## config.mk

```make
export PLATFORM = sky130hd
export DESIGN_NAME = risc_toy_fetch_unit
export DESIGN_NICKNAME = d
export VERILOG_FILES = /design/src/rtl/risc_toy_fetch_unit.sv
export SDC_FILE = /design/constraint.sdc
export NUM_CORES = 1
export LEC_CHECK = 0
export ABC_AREA = 1
export BUFFER_PORTS_ARGS = -buffer_cell sky130_fd_sc_hd__buf_2
export CAP_MARGIN = 40
export CORE_MARGIN = 3
export CORE_UTILIZATION = 50
export CTS_CLUSTER_DIAMETER = 120
export CTS_CLUSTER_SIZE = 14
export DETAILED_ROUTE_END_ITERATION = 12
export HOLD_SLACK_MARGIN = 0.08
export PLACE_DENSITY = 0.7
export SETUP_SLACK_MARGIN = 0.5
export SYNTH_ARGS = -nofsm -noshare
export SYNTH_HDL_FRONTEND = slang
export SYNTH_SLANG_ARGS = --single-unit
```

## constraint.sdc

```tcl
create_clock -name CLK -period 11.9 [get_ports CLK]
set_clock_uncertainty 0.2 [all_clocks]
set_input_delay 0.595 -clock CLK [delete_from_list [all_inputs] [get_ports CLK]]
set_output_delay 0.595 -clock CLK [all_outputs]
set_load 0.01 [all_outputs]
```

## src/rtl/risc_toy_fetch_unit.sv

```systemverilog
// risc_toy_fetch_unit
// Instruction-fetch front end: request/grant fetch toward instruction memory,
// a DEPTH-entry prefetch FIFO toward decode, and branch/jump redirect that
// flushes the FIFO and discards responses still in flight.
module risc_toy_fetch_unit #(
    parameter int              AW       = 30,
    parameter int              DW       = 32,
    parameter int              DEPTH    = 4,
    parameter logic [AW-1:0]   RESET_PC = '0
) (
    input  logic          CLK,
    input  logic          RST,
    output logic          IREQ,
    output logic [AW-1:0] IADDR,
    input  logic          IGNT,
    input  logic          IVALID,
    input  logic [DW-1:0] INSTR,
    input  logic          REDIR,
    input  logic [AW-1:0] REDIR_ADDR,
    output logic          OUT_VALID,
    output logic [DW-1:0] OUT_INSTR,
    output logic [AW-1:0] OUT_PC,
    input  logic          OUT_READY
);

    localparam int CW = $clog2(DEPTH + 1);
    localparam int PW = $clog2(DEPTH);
    localparam logic [CW:0] DEPTH_LIM = (CW + 1)'(DEPTH);

    logic [AW-1:0] fetch_pc;
    logic [AW-1:0] resp_pc;
    logic [CW-1:0] occ;
    logic [CW-1:0] outstanding;
    logic [CW-1:0] drop_cnt;
    logic [PW-1:0] wr_ptr;
    logic [PW-1:0] rd_ptr;

    // FIFO storage is not reset; it is only observed when occ != 0
    logic [DW-1:0] fifo_instr [DEPTH];
    logic [AW-1:0] fifo_pc    [DEPTH];

    logic          grant;
    logic          resp;
    logic          drop;
    logic          push;
    logic          pop;
    logic          head_valid;
    logic [CW:0]   credit_used;
    logic [CW:0]   redir_drop;

    // Buffered plus in-flight entries never exceed DEPTH, so the FIFO cannot overflow
    assign credit_used = {1'b0, occ} + {1'b0, outstanding};
    // A response arriving in the redirect cycle is stale and consumes one of the drops
    assign redir_drop  = {1'b0, drop_cnt} + {1'b0, outstanding} - {{CW{1'b0}}, resp};

    assign IREQ       = !RST && !REDIR && (credit_used < DEPTH_LIM);
    assign IADDR      = fetch_pc;
    assign grant      = IREQ && IGNT;
    // A response with nothing outstanding is a protocol error and is ignored
    assign resp       = IVALID && (outstanding != '0);
    assign drop       = resp && (drop_cnt != '0);
    assign push       = resp && !drop && !REDIR;
    assign head_valid = (occ != '0);
    assign OUT_VALID  = head_valid && !REDIR && !RST;
    assign pop        = OUT_VALID && OUT_READY;
    assign OUT_INSTR  = head_valid ? fifo_instr[rd_ptr] : '0;
    assign OUT_PC     = head_valid ? fifo_pc[rd_ptr]    : '0;

    // Control state: PCs, counters and FIFO pointers; redirect outranks all but reset
    always_ff @(posedge CLK) begin
        if (RST) begin
            fetch_pc    <= RESET_PC;
            resp_pc     <= RESET_PC;
            occ         <= '0;
            outstanding <= '0;
            drop_cnt    <= '0;
            wr_ptr      <= '0;
            rd_ptr      <= '0;
        end else if (REDIR) begin
            fetch_pc    <= REDIR_ADDR;
            resp_pc     <= REDIR_ADDR;
            occ         <= '0;
            wr_ptr      <= '0;
            rd_ptr      <= '0;
            outstanding <= outstanding - CW'(resp);
            drop_cnt    <= redir_drop[CW-1:0];
        end else begin
            if (grant) begin
                fetch_pc <= fetch_pc + AW'(1);
            end
            outstanding <= outstanding + CW'(grant) - CW'(resp);
            if (drop) begin
                drop_cnt <= drop_cnt - CW'(1);
            end
            if (push) begin
                resp_pc <= resp_pc + AW'(1);
                wr_ptr  <= wr_ptr + PW'(1);
            end
            if (pop) begin
                rd_ptr <= rd_ptr + PW'(1);
            end
            occ <= occ + CW'(push) - CW'(pop);
        end
    end

    // FIFO data write: tag each accepted instruction with its word address
    always_ff @(posedge CLK) begin
        if (push) begin
            fifo_instr[wr_ptr] <= INSTR;
            fifo_pc[wr_ptr]    <= resp_pc;
        end
    end

endmodule

```

==> results of run 1 <==
## synth_stat cells (4+ instances only)
cell type / number / share of area [%]
a21oi_1: 118 / 4.0
a31oi_1: 6 / 0.26
buf_2: 18 / 0.61
clkbuf_1: 43 / 1.1
dfxtp_1: 75 / 10
edfxtp_1: 248 / 51
ha_1: 19 / 1.6
inv_1: 113 / 2.9
inv_2: 5 / 0.13
nand2_1: 251 / 6.4
nand3_1: 67 / 2.3
nand3b_1: 9 / 0.46
nand4_1: 5 / 0.21
nor2_1: 352 / 9.0
nor2_2: 8 / 0.34
o21ai_0: 176 / 6.0
o21bai_1: 4 / 0.20
o22ai_1: 6 / 0.26
xnor2_1: 6 / 0.36
xor2_1: 12 / 0.72
## worst min-delay path by stage
stage,slack [ns],from,to,cells after the start
2_1_floorplan,0.24,rd_ptr[1],flop,2
3_3_place_gp,0.25,rd_ptr[0],rd_ptr[0],1
3_5_place_dp,0.25,rd_ptr[1],flop,2
4_1_cts,0.08,REDIR_ADDR[28],resp_pc[28],3
5_1_grt,0.1,REDIR_ADDR[28],resp_pc[28],3
6_report,0.1,REDIR_ADDR[28],resp_pc[28],3
## cell families after synthesis
group | after synthesis | share of synthesized area, %
AOI/OAI and AO/OA | 316 | 11.0
xor gates and xnor gates | 18 | 1.07
adders and majority gates | 22 | 2.03
buffers and inverters | 187 | 5.17
DFF | 323 | 60.9
and+or+nand+nor | 710 | 19.8
## state kept, by name (all words and copies together) (netlist names), 3 cells and up, named ones only
signal / cells
fifo_instr: 128
drop_cnt: 3
fifo_pc: 120
occ: 3
IADDR: 30
outstanding: 3
resp_pc: 30
## critical path: cells and delay by family, from the launching register on
kind | cells | cell delay [ns]
AND/OR/NAND/NOR | 1 | 0.14
flip-flops | 1 | 0.31
AO/OA/AOI/OAI | 2 | 0.33
buffers and inverters | 4 | 1.70
## routing by layer
layer / up-vias / wire length (um) / GRT usage [%]
met2: 395 / 17000 / 37.6
met5: - / 0 / 0
met1: 5281 / 15600 / 30.7
met4: 0 / 708 / 5.24
li1: 5629 / - / -
met3: 54 / 2310 / 2.93
## cell usage in the layout, fill, tap and decap left out, types with 5 or more instances in the layout
cell	instances
clkbuf_16	27
nor2_1	348
xnor2_1	6
edfxtp_1	248
dlygate4sd3_1	32
clkbuf_1	20
inv_2	5
ha_1	19
a31oi_1	6
o22ai_1	6
inv_1	113
nor2_2	8
nand3b_1	9
buf_4	11
dfxtp_1	73
o21ai_0	176
buf_2	161
nand3_1	67
nand4_1	5
a21oi_1	118
xor2_1	12
nor2_4	7
nand2_1	251
## power by group through the flow
stage                     logic [mW]  clock network (mW)  registers [mW]
after CTS                      0.214               0.839            1.29
after detailed placement       0.203                   0            1.32
after global routing           0.241               0.878            1.30
after floorplan                0.135                   0            1.31
final                          0.212               0.823            1.29
after global placement         0.197                   0            1.32
## final cells by class
| class | instances | share of cell area (%) |
|---|---|---|
| inverter | 119 | 2.65 |
| tap | 384 | 2.82 |
| sequential | 323 | 52.6 |
| multi-input combinational | 1066 | 29.5 |
| clock buffer | 47 | 4.41 |
| clock inverter | 2 | 0.213 |
| timing repair buffer | 209 | 7.86 |
## stage by stage
stage                     instance area (um^2)  total power [mW]  util (%)
after global placement                   15800              1.51      54.7
after floorplan                          14700              1.44         -
after detailed placement                 15900              1.52      55.2
after CTS                                17000              2.35      59.0
final                                    17000              2.33      59.0
after global routing                     17000              2.42      59.0
==> impl_metrics.toml, run 1 <==
[layout]
multi_input_area_um2 = 5020
n_fill_cell = 2486
layout-drive-gt1-share_pct = 13.6
antenna_cells = 0
fin_nets = 1836
final_cells = 2150
ff_latch_area_um2 = 8950
area_growth_pct = 15.9

[worst_setup_path]
rrSetupSlack_ns = 8.25
worstPathArrival_ns = 3.06
path_max_fanout = 63
r2r-end = "fifo_instr[0][23]"
worst-setup-path-type = "flop to output pin"
crit_slowest_cell = "buf_4"
cpMostUsedCell = "buf_4"
worst_setup_path_end_kind = "output pin"
critPathMaxStageDelay_ns = 0.61
cp.required_ns = 11.11
cp-endpoint = "OUT_INSTR[17]"
cp-start-kind = "flop"
r2r_cells = 9
cp_cell_sequence = "buf_4 > inv_2 > buf_4 > nor2_1 > o21ai_0 > a21oi_1 > buf_2"
reg2reg_from = "drop_cnt[0]"

[power]
internal_power_mw = 1.77
power.leakage_nw = 6.55
cellPowerDensity_nw_per_um2 = 137
comb_power_share_pct = 9.1
swShare_pct = 24.2
clkPwrFrac_pct = 35.3
irDropWorstVdd_mv = 0.109
power.switching_uw = 562
power_frac_seq_pct = 55.6

[route]
vias_per_cell = 5.28
wl_per_cell_um = 16.6
drt-pass1-iter-count = 5
routed_wl_um = 35700
vias = 11359
drc = 0
ant_nets = 0
dr.first_iter.drc_count = 920

[timing]
setup_slack_ns = 8.05
clock.fmax_mhz = 259
final.setup.tns_ns = 0
hold_ws_ns = 0.0996
min_period_ns = 3.85
grt_setup_unrepaired = "false"
tightest_slew_ns = 0.827
setup_viol = 0
hold_violations = 0
fin_crit_sh_pct = 32.4
maxSlewHeadroom_pct = 44.9
drv_slew = 0

[placed_design]
place_inst = 2069
portBuffers = 161
dpl.hpwl_um = 22400
preCtsSetupSlack_ns = 8.07
gp_congestion = 0.866

[floorplan]
dieArea_um2 = 31500
num_rows = 62
die_w_um = 177
core_area_um2 = 28900
start_util_pct = 50.9
io_pins = 162
chipHeight_um = 177

[run]
max_cap_viol_count = 0

[clock_tree]
clk_latency_ns = 0.56
holdBufCountCts = 32
cts.sink_count = 323
cts_buffers = 27
cts-root-buf = "clkbuf_16"
clkTransAtPathRegs_ns = 0.08
cts_resized = 0
cts_htree_levels = 1
cts_tree = "built"
clk_path_buf_depth = 3
cts_setup_buffers = 0

[synthesis]
yosysSeqAreaShare_pct = 60.9
syn_inst = 1576
yosys_warnings = 0
syn_area_um2 = 14700
synth.distinct_cells = 39
synth.avg_cell_area_um2 = 9.32
syn_nets = 1666
synth_seq_cells = 323
synthFlopType = "edfxtp_1"
synth-edff-count = 248
synth-async-reset-ratio_pct = 0

[global_route]
grt_pass1_wl_um = 56400
grt_usage_pct = 22.2
overflow = 0
antenna_found_initial = 0
first_global_vias = 10843
grt_max_degree = 72

[outcome]
outcome = "finished, final reports clean"

[min_path]
hold_class = "primary input to flop"
Note: power is estimated with default switching activity, not from simulation.
==> run 2: changes to the inputs <==
Clock period 11.9 ns to 3.8 ns, I/O delays scaled along.
==> impl_metrics.toml, run 2 (same netlist as run 1, synthesis figures left out) <==
[outcome]
outcome = "finished, final reports clean"

[timing]
grt_setup_unrepaired = "false"
setup_slack_ns = 0.851
tightest_slew_ns = 0.834
hold_violations = 0
fin_crit_sh_pct = 77.6
min_period_ns = 2.95
setup_viol = 0
maxSlewHeadroom_pct = 44.4
drv_slew = 0
clock.fmax_mhz = 339
final.setup.tns_ns = 0

[route]
routed_wl_um = 36300
drt-pass1-iter-count = 5
dr.first_iter.drc_count = 951
vias_per_cell = 5.30
vias = 11554
wl_per_cell_um = 16.7
drc = 0
ant_nets = 0

[floorplan]
num_rows = 62
io_pins = 162
chipHeight_um = 177
dieArea_um2 = 31500
die_w_um = 177
start_util_pct = 50.9
core_area_um2 = 28900

[layout]
ff_latch_area_um2 = 8950
area_growth_pct = 18.3
final_cell_mix = "nor2_1, nand2_1, edfxtp_1"
n_fill_cell = 2435
layout-drive-gt1-share_pct = 13.5
largest-register = "fifo_instr"
multi_input_area_um2 = 5020
fin_nets = 1880
mostFrequentLayoutCell = "nor2_1"
top_regs = "fifo_instr (128), fifo_pc (120)"
largest_reg_flops = 128
antenna_cells = 0

[clock_tree]
clkTransAtPathRegs_ns = 0.07
cts_setup_buffers = 0
cts.sink_count = 323
clk_latency_ns = 0.55
cts_buffers = 27
clk_path_buf_depth = 3
cts-root-buf = "clkbuf_16"
cts_htree_levels = 1
cts_tree = "built"

[global_route]
overflow = 0
grt_usage_pct = 22.7
antenna_found_initial = 0
first_global_vias = 11157
grt_pass1_wl_um = 57100
grt_max_degree = 65

[power]
power.switching_mw = 1.74
power.leakage_nw = 6.73
clkPwrFrac_pct = 34.3
irDropWorstVdd_mv = 0.320
swShare_pct = 24.0
internal_power_mw = 5.50
cellPowerDensity_nw_per_um2 = 416
power_frac_seq_pct = 56.0
comb_power_share_pct = 9.7

[placed_design]
gp_congestion = 0.847
dpl.hpwl_um = 22600
preCtsSetupSlack_ns = 0.839
portBuffers = 161

[min_path]
hold_class = "primary input to flop"

[worst_setup_path]
path_max_fanout = 22
cp.required_ns = 4.04
worstPathArrival_ns = 3.19
worst_setup_path_end_kind = "flop"
worst-setup-path-type = "flop to flop"
cp-start-kind = "flop"

[run]
max_cap_viol_count = 0
==> run 2: area by class of cell <==
cell class	count	area share [%]
well taps	384	2.77
clock inverters	2	0.209
repair buffers	253	9.98
flip-flops and latches	323	51.5
inverters	119	2.60
multi-input cells	1066	28.9
clock buffers	33	4.02
==> run 2: power by group through the flow <==
stage	sequential [mW]	combinational [mW]	clock, mW
floorplan	4.09	0.426	0
global placement	4.12	0.621	0
detailed placement	4.13	0.640	0
CTS	4.05	0.702	2.53
global route	4.07	0.798	2.66
finish	4.05	0.702	2.48
==> run 2: worst max-delay path, cell delays in order (launching register included) <==
cell and delay (ns):
dfxtp_1 0.43, ha_1 0.27, nand3_1 0.08, nand2_1 0.08, nor2_4 0.11, nand2_4 0.20
ha_1 0.35, inv_1 0.04, ha_1 0.18, fa_1 0.38, xor2_1 0.15, nand2_1 0.05
o21ai_0 0.10, o21ai_0 0.17, a21oi_1 0.05
==> run 2: final timing paths <==
check | start | to | slack, ns | depth (start not counted)
worst max-delay path | occ[1] | outstanding[2] | 0.85 | 14
worst min-delay path | INSTR[6] | fifo_instr[1][6] | 0.19 | 2
worst max register to register | occ[1] | outstanding[2] | 0.85 | 14
worst min register to register | rd_ptr[1] | flop | 0.27 | 2
==> run 2: metrics by stage <==
stage / hold slack, ns / cell area (um^2) / power, mW / instances / utilization, %
after floorplan: 0.0889 / 14700 / 4.52 / 1576 / -
after global placement: 0.202 / 15900 / 4.74 / 2071 / 55.1
after detailed placement: 0.210 / 15900 / 4.77 / 2071 / 55.1
after CTS: 0.162 / 17400 / 7.28 / 2180 / 60.2
after global routing: 0.190 / 17400 / 7.52 / 2180 / 60.2
final: 0.190 / 17400 / 7.24 / 2180 / 60.2
==> run 2: layer usage <==
metal | GRT usage [%] | routed length, um | share of wire [%]
met2 | 38.5 | 17300 | 48
met4 | 6.12 | 826 | 2.3
met5 | 0 | 0 | 0
met3 | 2.97 | 2450 | 6.7
met1 | 30.9 | 15700 | 43
==> run 2: repair_timing <==
item / in CTS / in global routing
setup endpoints to repair: 0 / 2
endpoints found under the hold margin: 199 / 0
gates resized for setup: 0 / 1
hold buffers: 74 / 0
==> run 3: changes to the inputs <==
Settings changed: PLACE_DENSITY 0.7 to 0.72.
Clock period 3.8 ns to 2.7 ns, I/O delays scaled along.
==> impl_metrics.toml, run 3 (same netlist as run 1, synthesis figures left out) <==
[outcome]
outcome = "finished, final reports clean"

[placed_design]
dpl.hpwl_um = 22000
portBuffers = 161
gp_congestion = 0.909
preCtsSetupSlack_ns = 0.0872

[timing]
maxSlewHeadroom_pct = 65.1
tightest_slew_ns = 0.524
setup_slack_ns = 0.217
clock.fmax_mhz = 403
hold_violations = 0
min_period_ns = 2.48
drv_slew = 0
grt_setup_unrepaired = "true"
fin_crit_sh_pct = 92.0
setup_viol = 0
final.setup.tns_ns = 0

[global_route]
first_global_vias = 11666
antenna_found_initial = 0
overflow = 0
grt_pass1_wl_um = 61300
grt_max_degree = 63
grt_usage_pct = 24.7

[layout]
top_regs = "fifo_instr (128), fifo_pc (120)"
layout-drive-gt1-share_pct = 23.0
mostFrequentLayoutCell = "nor2_1"
fin_util_pct = 68.3
fin_nets = 1957
largest-register = "fifo_instr"
n_fill_cell = 2011
final_cell_mix = "nor2_1, nand2_1, edfxtp_1"
area_growth_pct = 34.2
largest_reg_flops = 128

[route]
drc = 0
ant_nets = 0
dr.first_iter.drc_count = 1415
routed_wl_um = 45100
vias = 12669
drt-pass1-iter-count = 5
vias_per_cell = 5.58
wl_per_cell_um = 19.8

[floorplan]
chipHeight_um = 177
num_rows = 62
start_util_pct = 50.9
core_area_um2 = 28900
dieArea_um2 = 31500
die_w_um = 177
io_pins = 162

[worst_setup_path]
worst_setup_path_end_kind = "flop"
critPathMaxStageDelay_ns = 0.37
cp_cell_sequence = "ha_4 > nand3_2 > nand2_2 > nor2_4 > nand2_4 > ha_4 > inv_2 > ha_4 > fa_2 > xor2_1 > nand2_1 > o21ai_2 > o21ai_1 > a21oi_1"
cp-start-kind = "flop"
crit_family = "adder cells"
crit_slowest_cell = "dfxtp_4"
cpMostUsedCell = "ha_4"
worst-setup-path-type = "flop to flop"
worstPathArrival_ns = 2.76
path_max_fanout = 3
cp.required_ns = 2.97
worst-path-buf-inv = 1

[clock_tree]
cts.sink_count = 323
cts_tree = "built"
cts-root-buf = "clkbuf_16"
clk_latency_ns = 0.56
cts_buffers = 27
cts_htree_levels = 1
clkTransAtPathRegs_ns = 0.07
clk_path_buf_depth = 3

[power]
cellPowerDensity_nw_per_um2 = 550
irDropWorstVdd_mv = 0.414
power.leakage_nw = 7.49

[min_path]
hold_class = "primary input to flop"

[run]
max_cap_viol_count = 0
[run 3: path summary, 6_finish.rpt]
check,from,to,slack (ns),cells after the start
worst max-delay path,outstanding[1],outstanding[2],0.22,14
worst min register to register,rd_ptr[1],flop,0.27,2
worst max register to register,outstanding[1],outstanding[2],0.22,14
worst min-delay path,REDIR,outstanding[0],0.1,4
[run 3: where the power goes]
| group | leakage [nW] | internal [mW] | switching, mW |
|---|---|---|---|
| Combinational | 4.23 | 0.621 | 0.756 |
| Clock | 0.385 | 1.99 | 1.77 |
| Sequential | 2.88 | 5.53 | 0.180 |
[run 3: stage by stage]
stage	instance area (um^2)	power [mW]	std cells	hold WS, ns
floorplan	14800	6.40	1576	0.0339
global placement	16100	6.72	2077	0.148
detailed placement	16100	6.76	2077	0.155
CTS	18400	10.7	2233	0.0840
global route	19700	11.2	2271	0.129
finish	19700	10.9	2272	0.0977
[run 3: per-layer routing]
layer  up-vias  share of wire, %  wire length (um)  track usage, %
li1       5885                 -                 -               -
met1      5963                38             17100            31.8
met2       723                50             22400            43.4
met3        98               8.7              3930            3.74
met4         0               3.5              1580            6.68
met5         -                 0                 0               0
[run 3: repair_timing]
item                                   4_1_cts  5_1_grt
resized for setup                           77      203
pin swaps                                   24       28
endpoints found under the hold margin      199       16
cloned                                      15       19
setup buffers                               22       19
setup endpoints to repair                   68      320
hold buffers                                70        1
[run 3: area by class of cell]
| cell class | count | area [um^2] | area share [%] |
|---|---|---|---|
| Antenna cell | 1 | 2.50 | 0.0127 |
| Clock buffer | 46 | 747 | 3.79 |
| Tap cell | 384 | 480 | 2.44 |
| Timing Repair Buffer | 329 | 3330 | 16.9 |
| Inverter | 119 | 487 | 2.47 |
| Timing Repair inverter | 1 | 16.3 | 0.0825 |
| Multi-Input combinational cell | 1066 | 5620 | 28.5 |
| Sequential cell | 323 | 8980 | 45.5 |
| Clock inverter | 3 | 61.3 | 0.311 |
[run 3: worst register-to-register path, delay by kind of cell (launching register included)]
family,cells,cell delay [ns]
AO/OA/AOI/OAI,3,0.33
XOR/XNOR,1,0.13
adder cells (fa/ha/maj),4,0.96
buffers and inverters,1,0.04
flip-flops,1,0.37
AND/OR/NAND/NOR,5,0.37
